--- config.mk ---
export PLATFORM = sky130hd
export DESIGN_NAME = id_inst_queue_flat
export DESIGN_NICKNAME = d
export VERILOG_FILES = /design/src/rtl/id_inst_queue_if.sv /design/src/rtl/id_inst_queue.sv /design/src/flat_wrapper.sv
export SDC_FILE = /design/constraint.sdc
export NUM_CORES = 1
export LEC_CHECK = 0
export CAP_MARGIN = 20
export CORE_MARGIN = 5
export CORE_UTILIZATION = 46
export DETAILED_ROUTE_END_ITERATION = 10
export PLACE_DENSITY_LB_ADDON = 0.05
export SYNTH_ARGS = -nofsm -noshare
export SYNTH_HDL_FRONTEND = slang
export SYNTH_SLANG_ARGS = --single-unit
--- constraint.sdc ---
create_clock -name clk -period 2.8 [get_ports clk]
set_input_delay 0.28 -clock clk [delete_from_list [all_inputs] [get_ports clk]]
set_output_delay 0.28 -clock clk [all_outputs]
set_load 0.01 [all_outputs]
--- src/rtl/id_inst_queue_if.sv ---
// id_inst_queue_if
//  Bundles the Icache response, the ID control inputs and the queue head/status
//  outputs that connect the instruction queue to fetch, flow control and decode.
//  master : fetch / flow-control / decode side. It drives the Icache and
//           control signals and reads the head and status.
//  slave  : the instruction queue itself.
//  Ports carried:
//   Icache_ready_i/Icache_inst_i/Icache_pc_i   fetched {pc,inst}, valid when ready
//   fc_flush_id_i, fc_stall_id_i, id_load_use_flag_i   ID control
//   iq_inst_o/iq_pc_o/iq_valid_o                        head presented to decode
//   iq_full_o/iq_empty_o/iq_count_o/iq_overflow_o       occupancy and status
interface id_inst_queue_if #(
   parameter int XLEN  = 32,
   parameter int DEPTH = 4
);
   localparam int CNT_W = $clog2(DEPTH) + 1;

   logic             Icache_ready_i;
   logic [XLEN-1:0]  Icache_inst_i;
   logic [XLEN-1:0]  Icache_pc_i;
   logic             fc_flush_id_i;
   logic             fc_stall_id_i;
   logic             id_load_use_flag_i;
   logic [XLEN-1:0]  iq_inst_o;
   logic [XLEN-1:0]  iq_pc_o;
   logic             iq_valid_o;
   logic             iq_full_o;
   logic             iq_empty_o;
   logic [CNT_W-1:0] iq_count_o;
   logic             iq_overflow_o;

   modport master (
      output Icache_ready_i, Icache_inst_i, Icache_pc_i,
             fc_flush_id_i, fc_stall_id_i, id_load_use_flag_i,
      input  iq_inst_o, iq_pc_o, iq_valid_o,
             iq_full_o, iq_empty_o, iq_count_o, iq_overflow_o
   );

   modport slave (
      input  Icache_ready_i, Icache_inst_i, Icache_pc_i,
             fc_flush_id_i, fc_stall_id_i, id_load_use_flag_i,
      output iq_inst_o, iq_pc_o, iq_valid_o,
             iq_full_o, iq_empty_o, iq_count_o, iq_overflow_o
   );
endinterface

--- src/rtl/id_inst_queue.sv ---
// id_inst_queue
//  Instruction queue between the Icache and the ID decoder. It holds up to DEPTH
//  {pc,inst} pairs while ID is stalled or held for load-use, so fetch can run
//  ahead. When the queue is empty, Icache data is bypassed to ID with zero
//  latency. A flush empties the queue and discards Icache responses for
//  FLUSH_DROP cycles after the flush cycle.
//  Ports:
//   clk, rst_n : core clock, asynchronous active-low reset
//   iq         : id_inst_queue_if.slave (Icache in, ID control in, head/status out)
module id_inst_queue #(
   parameter int              DEPTH      = 4,
   parameter int              XLEN       = 32,
   parameter logic [XLEN-1:0] NOP_INST   = 32'h00000013,
   parameter int              FLUSH_DROP = 1
) (
   input logic            clk,
   input logic            rst_n,
   id_inst_queue_if.slave iq
);
   localparam int               PTR_W     = $clog2(DEPTH);
   localparam int               CNT_W     = PTR_W + 1;
   localparam logic [CNT_W-1:0] FULL_CNT  = CNT_W'(DEPTH);
   localparam logic [1:0]       DROP_INIT = 2'(FLUSH_DROP);

   logic [XLEN-1:0]  inst_mem_q [DEPTH];
   logic [XLEN-1:0]  inst_mem_d [DEPTH];
   logic [XLEN-1:0]  pc_mem_q   [DEPTH];
   logic [XLEN-1:0]  pc_mem_d   [DEPTH];
   logic [PTR_W-1:0] rd_ptr_q, rd_ptr_d;
   logic [PTR_W-1:0] wr_ptr_q, wr_ptr_d;
   logic [CNT_W-1:0] count_q, count_d;
   logic [1:0]       drop_cnt_q, drop_cnt_d;
   logic             overflow_q, overflow_d;

   logic             in_ok, empty, full, deq, pop, enq;
   logic             head_valid;
   logic [XLEN-1:0]  head_inst, head_pc;

   always_comb begin
      empty = (count_q == '0);
      full  = (count_q == FULL_CNT);
      // Responses are ignored in the flush cycle and while the drop window runs.
      in_ok = iq.Icache_ready_i & ~iq.fc_flush_id_i & (drop_cnt_q == 2'd0);

      head_valid = 1'b0;
      head_inst  = NOP_INST;
      head_pc    = '0;
      if (!iq.fc_flush_id_i) begin
         if (!empty) begin
            head_valid = 1'b1;
            head_inst  = inst_mem_q[rd_ptr_q];
            head_pc    = pc_mem_q[rd_ptr_q];
         end else if (in_ok) begin
            head_valid = 1'b1;
            head_inst  = iq.Icache_inst_i;
            head_pc    = iq.Icache_pc_i;
         end
      end

      // head_valid is already 0 during a flush, so deq never fires then.
      deq = head_valid & ~iq.fc_stall_id_i & ~iq.id_load_use_flag_i;
      pop = deq & ~empty;
      // A bypassed instruction consumed this cycle is never stored; when full,
      // a simultaneous pop frees the slot being written.
      enq = in_ok & ~(empty & deq) & (~full | deq);

      inst_mem_d = inst_mem_q;
      pc_mem_d   = pc_mem_q;
      if (enq) begin
         inst_mem_d[wr_ptr_q] = iq.Icache_inst_i;
         pc_mem_d[wr_ptr_q]   = iq.Icache_pc_i;
      end

      rd_ptr_d   = rd_ptr_q + PTR_W'(pop);
      wr_ptr_d   = wr_ptr_q + PTR_W'(enq);
      count_d    = count_q + CNT_W'(enq) - CNT_W'(pop);
      overflow_d = overflow_q | (in_ok & full & ~deq);
      drop_cnt_d = (drop_cnt_q != 2'd0) ? drop_cnt_q - 2'd1 : 2'd0;

      if (iq.fc_flush_id_i) begin
         rd_ptr_d   = '0;
         wr_ptr_d   = '0;
         count_d    = '0;
         overflow_d = 1'b0;
         drop_cnt_d = DROP_INIT;
      end
   end

   always_ff @(posedge clk or negedge rst_n) begin
      if (!rst_n) begin
         for (int i = 0; i < DEPTH; i++) begin
            inst_mem_q[i] <= NOP_INST;
            pc_mem_q[i]   <= '0;
         end
         rd_ptr_q   <= '0;
         wr_ptr_q   <= '0;
         count_q    <= '0;
         drop_cnt_q <= 2'd0;
         overflow_q <= 1'b0;
      end else begin
         inst_mem_q <= inst_mem_d;
         pc_mem_q   <= pc_mem_d;
         rd_ptr_q   <= rd_ptr_d;
         wr_ptr_q   <= wr_ptr_d;
         count_q    <= count_d;
         drop_cnt_q <= drop_cnt_d;
         overflow_q <= overflow_d;
      end
   end

   assign iq.iq_inst_o     = head_inst;
   assign iq.iq_pc_o       = head_pc;
   assign iq.iq_valid_o    = head_valid;
   assign iq.iq_full_o     = full;
   assign iq.iq_empty_o    = empty;
   assign iq.iq_count_o    = count_q;
   assign iq.iq_overflow_o = overflow_q;
endmodule

--- src/flat_wrapper.sv ---
// flat-port wrapper written by rule: the top's interface ports become plain ports
module id_inst_queue_flat 
#(
   parameter int              DEPTH      = 4,
   parameter int              XLEN       = 32,
   parameter logic [XLEN-1:0] NOP_INST   = 32'h00000013,
   parameter int              FLUSH_DROP = 1
)
  (clk, rst_n, iq_Icache_ready_i, iq_Icache_inst_i, iq_Icache_pc_i, iq_fc_flush_id_i, iq_fc_stall_id_i, iq_id_load_use_flag_i, iq_iq_inst_o, iq_iq_pc_o, iq_iq_valid_o, iq_iq_full_o, iq_iq_empty_o, iq_iq_count_o, iq_iq_overflow_o);
  id_inst_queue_if #(.XLEN(XLEN), .DEPTH(DEPTH)) iq_i ();
  input logic clk;
  input logic rst_n;
  input wire logic [$bits(iq_i.Icache_ready_i)-1:0] iq_Icache_ready_i;
  input wire logic [$bits(iq_i.Icache_inst_i)-1:0] iq_Icache_inst_i;
  input wire logic [$bits(iq_i.Icache_pc_i)-1:0] iq_Icache_pc_i;
  input wire logic [$bits(iq_i.fc_flush_id_i)-1:0] iq_fc_flush_id_i;
  input wire logic [$bits(iq_i.fc_stall_id_i)-1:0] iq_fc_stall_id_i;
  input wire logic [$bits(iq_i.id_load_use_flag_i)-1:0] iq_id_load_use_flag_i;
  output wire logic [$bits(iq_i.iq_inst_o)-1:0] iq_iq_inst_o;
  output wire logic [$bits(iq_i.iq_pc_o)-1:0] iq_iq_pc_o;
  output wire logic [$bits(iq_i.iq_valid_o)-1:0] iq_iq_valid_o;
  output wire logic [$bits(iq_i.iq_full_o)-1:0] iq_iq_full_o;
  output wire logic [$bits(iq_i.iq_empty_o)-1:0] iq_iq_empty_o;
  output wire logic [$bits(iq_i.iq_count_o)-1:0] iq_iq_count_o;
  output wire logic [$bits(iq_i.iq_overflow_o)-1:0] iq_iq_overflow_o;
  assign iq_i.Icache_ready_i = iq_Icache_ready_i;
  assign iq_i.Icache_inst_i = iq_Icache_inst_i;
  assign iq_i.Icache_pc_i = iq_Icache_pc_i;
  assign iq_i.fc_flush_id_i = iq_fc_flush_id_i;
  assign iq_i.fc_stall_id_i = iq_fc_stall_id_i;
  assign iq_i.id_load_use_flag_i = iq_id_load_use_flag_i;
  assign iq_iq_inst_o = iq_i.iq_inst_o;
  assign iq_iq_pc_o = iq_i.iq_pc_o;
  assign iq_iq_valid_o = iq_i.iq_valid_o;
  assign iq_iq_full_o = iq_i.iq_full_o;
  assign iq_iq_empty_o = iq_i.iq_empty_o;
  assign iq_iq_count_o = iq_i.iq_count_o;
  assign iq_iq_overflow_o = iq_i.iq_overflow_o;
  id_inst_queue #(.DEPTH(DEPTH), .XLEN(XLEN), .NOP_INST(NOP_INST), .FLUSH_DROP(FLUSH_DROP)) u_core (.clk(clk), .rst_n(rst_n), .iq(iq_i));
endmodule
; ---- Yosys cells after proc, flatten, opt, wreduce, memory -nomap -nowiden
; Cells that the tools add are included.
[op_classes]
addsub = 5
n_lt_le_gt_ge = 3
muxes = 25
bitwise_logic = 21
eq_ne = 1
n_reduce_logical = 4
[op_table]
columns = op, n
row1 = 32-bit 2-to-1 mux, 11
row2 = 128-bit bitwise mux, 2
row3 = 32-bit binary-select mux with 2-bit select, 2
row4 = 32-bit demux with 2-bit select, 1
row5 = 1-bit AND, 10
row6 = 2-bit 2-to-1 mux, 4
row7 = 1-bit inverter, 7
row8 = 3-bit greater-or-equal comparator (second input constant), 2
row9 = 2-bit inverter with 3-bit output, 2
row10 = 2-bit by 1-bit adder with 2-bit output, 2
row11 = 1-bit 2-to-1 mux, 4
row12 = 3-bit by 1-bit adder with 3-bit output, 1
row13 = 3-bit equality test (second input constant), 1
row14 = 3-bit zero test, 1
row15 = 3-bit by 1-bit less-than comparator with 1-bit output (second input constant), 1
row16 = 3-bit 2-to-1 mux, 1
row17 = 3-bit by 1-bit subtractor with 3-bit output, 1
row18 = 2-bit zero test, 1
row19 = 1-bit OR, 2
row20 = 2-bit nonzero test, 1
row21 = 2-bit by 1-bit subtractor with 2-bit output (second input constant), 1
row22 = 1-bit logical AND, 1
[totals]
output_inout_bits = 71
wordCells = 72
input_bits = 70
reg_bits = 266

; ---- Longest topological paths before layout
[depth]
depth_word = 15
ltp_mapped = 10

; ---- Worst setup path after synthesis
; No wires, ideal clock.
[synth_path]
path_kind = register to register
start = reg u_core.drop_cnt_q[1]
end = reg u_core.count_q[2], in the netlist u_core.iq.iq_count_o[2]
path_buffers = 1
synth_period_minus_slack_ps = 2227
required_ps = 2668
arrival_ps = 2095
slack_ps = 573
path_stages_with_launch = 10
cell_sequence = dfrtp_1 > or4b_1 > buf_2 > a21oi_1 > ha_1 > inv_1 > fa_1 > xor2_1 > xnor2_1 > nor2_1
[synth_between]
elab_chain_cells = 14
[synth_rtl]
columns = element, line
row1 = from (decl), id_inst_queue.sv:32  ; logic [1:0] drop_cnt_q, drop_cnt_d;
row2 = from (signal assigned), id_inst_queue.sv:106  ; drop_cnt_q <= drop_cnt_d;
row3 = 2-bit zero test (*), id_inst_queue.sv:43  ; in_ok = iq.Icache_ready_i & ~iq.fc_flush_id_i & (drop_cnt_q == 2'd0);
row4 = 1-bit AND (*), id_inst_queue.sv:43
row5 = 1-bit 2-to-1 mux, id_inst_queue.sv:53  ; end else if (in_ok) begin
row6 = 1-bit 2-to-1 mux, id_inst_queue.sv:49  ; if (!empty) begin
row7 = 1-bit 2-to-1 mux, id_inst_queue.sv:48  ; if (!iq.fc_flush_id_i) begin
row8 = 1-bit AND (2 in a row), id_inst_queue.sv:61  ; deq = head_valid & ~iq.fc_stall_id_i & ~iq.id_load_use_flag_i;
row9 = 1-bit AND, id_inst_queue.sv:65  ; enq = in_ok & ~(empty & deq) & (~full | deq);
row10 = 1-bit inverter, id_inst_queue.sv:65
row11 = 1-bit AND (2 in a row), id_inst_queue.sv:65
row12 = 3-bit by 1-bit adder with 3-bit output, id_inst_queue.sv:76  ; count_d = count_q + CNT_W'(enq) - CNT_W'(pop);
row13 = 3-bit by 1-bit subtractor with 3-bit output (*), id_inst_queue.sv:76
row14 = 3-bit 2-to-1 mux (*), id_inst_queue.sv:80  ; if (iq.fc_flush_id_i) begin
row15 = net u_core.count_d[2], id_inst_queue.sv:31  ; logic [CNT_W-1:0] count_q, count_d;
row16 = to (signal assigned), id_inst_queue.sv:105  ; count_q <= count_d;
row17 = to (decl), id_inst_queue.sv:31
; The timed path passes the listed nets; every way through them passes the cells marked *.
; A chain may end at the register's enable or synchronous reset.

; ---- Final worst setup path
[layout_path]
start = reg u_core.rd_ptr_q[0]
end = out iq_iq_inst_o[4]
[layout_between]
elab_chain_cells = 6
[layout_rtl]
columns = element, line
row1 = from (decl), id_inst_queue.sv:29  ; logic [PTR_W-1:0] rd_ptr_q, rd_ptr_d;
row2 = from (signal assigned), id_inst_queue.sv:103  ; rd_ptr_q <= rd_ptr_d;
row3 = 2-bit inverter with 3-bit output (implied by the code), id_inst_queue.sv:51  ; head_inst = inst_mem_q[rd_ptr_q];
row4 = 32-bit binary-select mux with 2-bit select, id_inst_queue.sv:51
row5 = 32-bit 2-to-1 mux (implied by the code) (2 in a row), id_inst_queue.sv:51
row6 = 32-bit 2-to-1 mux, id_inst_queue.sv:49
row7 = 32-bit 2-to-1 mux, id_inst_queue.sv:48
row8 = to (decl), flat_wrapper.sv:19  ; output wire logic [$bits(iq_i.iq_inst_o)-1:0] iq_iq_inst_o;
; Every way passes these cells. The select of a mux whose other input is x is not followed.

==> flow_summary_export.csv <==
group,metric,value,unit
detailed_routing,drc_errors,0,
timing,tightest_slew,0.737,ns
cts,cts_tree,"done",
critical_path,critPathArrivalTime,2.42,ns
synthesis,synth_top_cell_by_area,"dfrtp_1",
cts,clkTransAtPathRegs,0.06,ns
cts,cts_buffers,30,
global_routing,grt_pass1_vias,8936,
synthesis,synth_common_cells,"dfrtp_1, mux2_2, mux4_2",
layout,area_growth,27.3,%
detailed_routing,first_pass_iters,4,
synthesis,synthDistinctLibCells,37,
cts,ctsHtreeMaxLevel,1,
synthesis,synth-seq-cells,266,
floorplanning,std_cell_rows,60,
timing,clock_skew,0.0128,ns
power,p_leak,7.63,nW
synthesis,synth-edff-count,0,
timing,slew_headroom,50.9,%
floorplanning,die_area,30700,um2
layout,fin_cells,1376,
timing,drv_slew,0,
critical_path,cp-start-kind,"register",
synthesis,synthTopCellsByArea,"dfrtp_1, mux2_2, mux4_2",
global_routing,grt.overflow.total,0,
critical_path,cp-end-kind,"output port",
layout,utilization,59.4,%
placement,io_buffers,140,
floorplanning,die_h,175,um
placement,postPlaceCellArea,14700,um2
critical_path,crit_type,"register to output port",
placement,place.detailed.hpwl,19400,um
floorplanning,io_pins,141,
critical_path,cp.required,2.52,ns
job,cap_violations,0,
hold_path,hp-class,"input pin to async pin",
timing,rsz0062_at_grt,"no",
status,status,"complete, no violations",
global_routing,grt_pass1_wl,51000,um
critical_path,r2r-end,"u_core.iq.iq_count_o[2]",
detailed_routing,via_per_inst,5.70,
cts,cts.sink_count,266,
timing,setup_viol,0,
global_routing,grt_usage,20.7,%
placement,placed_cells,1304,
detailed_routing,wirelength,31700,um
cts,root_buffer,"clkbuf_16",
synthesis,postSynthCellCount,839,
synthesis,synth.most_common_cell,"dfrtp_1",
placement,gp_congestion,0.766,
critical_path,path_max_fanout,13,
detailed_routing,wl_per_cell,23.1,um
synthesis,async_flop_share,100,%
synthesis,yosysSeqAreaShare,53.0,%
synthesis,netlist_area,12600,um2
floorplanning,fp.coreArea,27000,um2
synthesis,avgSynthCellArea,15.0,um2
layout,final_nets,1084,
layout,layout-drive-gt1-share,42.7,%
synthesis,synth_nets,912,
cts,cts_buffer_depth,3,
floorplanning,die_w,175,um
synthesis,ys.flop_type,"dfrtp_1",
synthesis,yosys_warnings,0,
layout,multi_input_area,5640,um2
detailed_routing,drt_iter0_drc,344,
global_routing,grt_max_degree,95,
layout,antenna_cells,0,
critical_path,rr_worst_depth,9,
synthesis,synth_top_area_share,50.5,%
critical_path,r2r_setup_slack,0.32,ns
detailed_routing,vias,7837,
detailed_routing,route.antenna.remaining_nets,0,
cts,insertion_delay,0.55,ns
power,cellPowerDensity,749,nW/um2
floorplanning,start_util,46.7,%
global_routing,grt_antenna_before_repair,1,
timing,max_freq,370,MHz
timing,fin_crit_sh,96.6,%
critical_path,r2r-start,"u_core.drop_cnt_q[1]",
timing,finalHoldViolCount,0,
layout,seqCellArea,6680,um2
layout,fillCellCount,2105,
layout,finalInstanceArea,16000,um2
power,ir_worst_vdd,495,uV
timing,fin_crit,2.70,ns
## worst max-delay path: stages, from the launching register on
cell	delay, ns
dfrtp_4	0.49
buf_6	0.16
buf_16	0.18
mux4_2	0.52
o32a_1	0.23
dlygate4sd2_1	0.30
## report_power, final
group	switching, W	internal, W	total [W]	leakage (nW)
logic	0.00119	0.00175	0.00294	3.64
registers	0.000354	0.00453	0.00488	3.47
clock network	0.00157	0.00260	0.00417	0.515
## stage by stage
stage	hold WS, ns	TNS [ns]	setup slack, ns	total power, W
2_1_floorplan	-0.0156	0	0.573	0.00661
3_3_place_gp	0.351	-0.0211	-0.0211	0.00768
3_5_place_dp	0.363	-0.0122	-0.0122	0.00783
4_1_cts	0.376	-0.329	-0.0788	0.0121
5_1_grt	0.410	0	0.00745	0.0126
6_report	0.349	0	0.0956	0.0120
## kinds of logic after synthesis
family | Yosys count | synth area share [%]
buf+inv | 66 | 2.60
compound gates | 73 | 4.00
simple gates | 104 | 3.33
mux | 320 | 36.2
xor+xnor | 7 | 0.488
flops | 266 | 53.0
fa+ha+maj | 3 | 0.358
## metal layers
metal	global-route usage (%)	wire length, um	vias to the layer above
met4	5.76	710	2
met3	3.51	1680	50
met5	0	13	-
li1	-	-	3445
met1	28.2	13600	4141
met2	34.7	15800	199
## state kept, by name (all words and copies together), names as in the netlist
signal and flops:
u_core.drop_cnt_q 2, u_core.wr_ptr_q 2, u_core.inst_mem_q 128, u_core.pc_mem_q 128
u_core.iq.iq_overflow_o 1, u_core.rd_ptr_q 2, u_core.iq.iq_count_o 3
## cells in the final DEF, fill, tap and decap left out, types with 2 or more instances in the layout
cell / Yosys / final
buf_4: 1 / 31
o21ai_0: 3 / 2
inv_1: 5 / 5
dlygate4sd2_1: 0 / 59
buf_12: 0 / 20
dfrtp_1: 254 / 251
a21oi_1: 39 / 39
clkbuf_8: 0 / 4
xor2_1: 4 / 4
nand2_1: 43 / 42
clkbuf_1: 16 / 11
nor2_1: 51 / 49
buf_6: 6 / 2
xnor2_1: 3 / 3
dfstp_2: 12 / 12
a31oi_1: 3 / 3
a22o_1: 16 / 16
clkdlybuf4s50_1: 0 / 75
a32o_1: 7 / 7
bufinv_16: 0 / 5
clkinv_2: 0 / 4
ha_1: 2 / 2
clkbuf_16: 0 / 33
mux2_2: 187 / 187
mux2_4: 60 / 60
dlymetal6s2s_1: 0 / 5
o2111ai_4: 0 / 2
dfrtp_4: 0 / 2
mux4_2: 64 / 64
mux2_1: 9 / 9
buf_16: 0 / 3
nor2b_1: 2 / 2
## how the worst max path moves through the flow
stage	startpoint	endpoint	slack, ns	cells after the start
after detailed placement	iq_fc_flush_id_i	iq_iq_inst_o[28]	-0.01	8
final	u_core.rd_ptr_q[0]	iq_iq_inst_o[4]	0.1	5
after CTS	u_core.rd_ptr_q[0]	iq_iq_pc_o[13]	-0.08	5
after floorplan	u_core.drop_cnt_q[1]	u_core.iq.iq_count_o[2]	0.57	9
after global routing	u_core.rd_ptr_q[0]	iq_iq_inst_o[1]	0.007	5
after global placement	iq_fc_flush_id_i	iq_iq_inst_o[28]	-0.02	8
## what timing repair did
action | CTS | global route
cloned | 2 | 2
hold buffers | 1 | 0
setup buffers | 6 | 5
hold endpoints to repair | 88 | 0
pin swaps | 1 | 1
resized for setup | 78 | 8
endpoints found under the setup margin | 66 | 6
## area by class of cell
cell class,instances,share of cell area (%)
clock buffers,46,5.45
clock inverters,10,1.12
inverters,6,0.188
multi-input cells,507,35.2
flip-flops and latches,266,41.7
well taps,341,2.67
repair buffers,200,13.6
(Power assumes the default switching activity.)
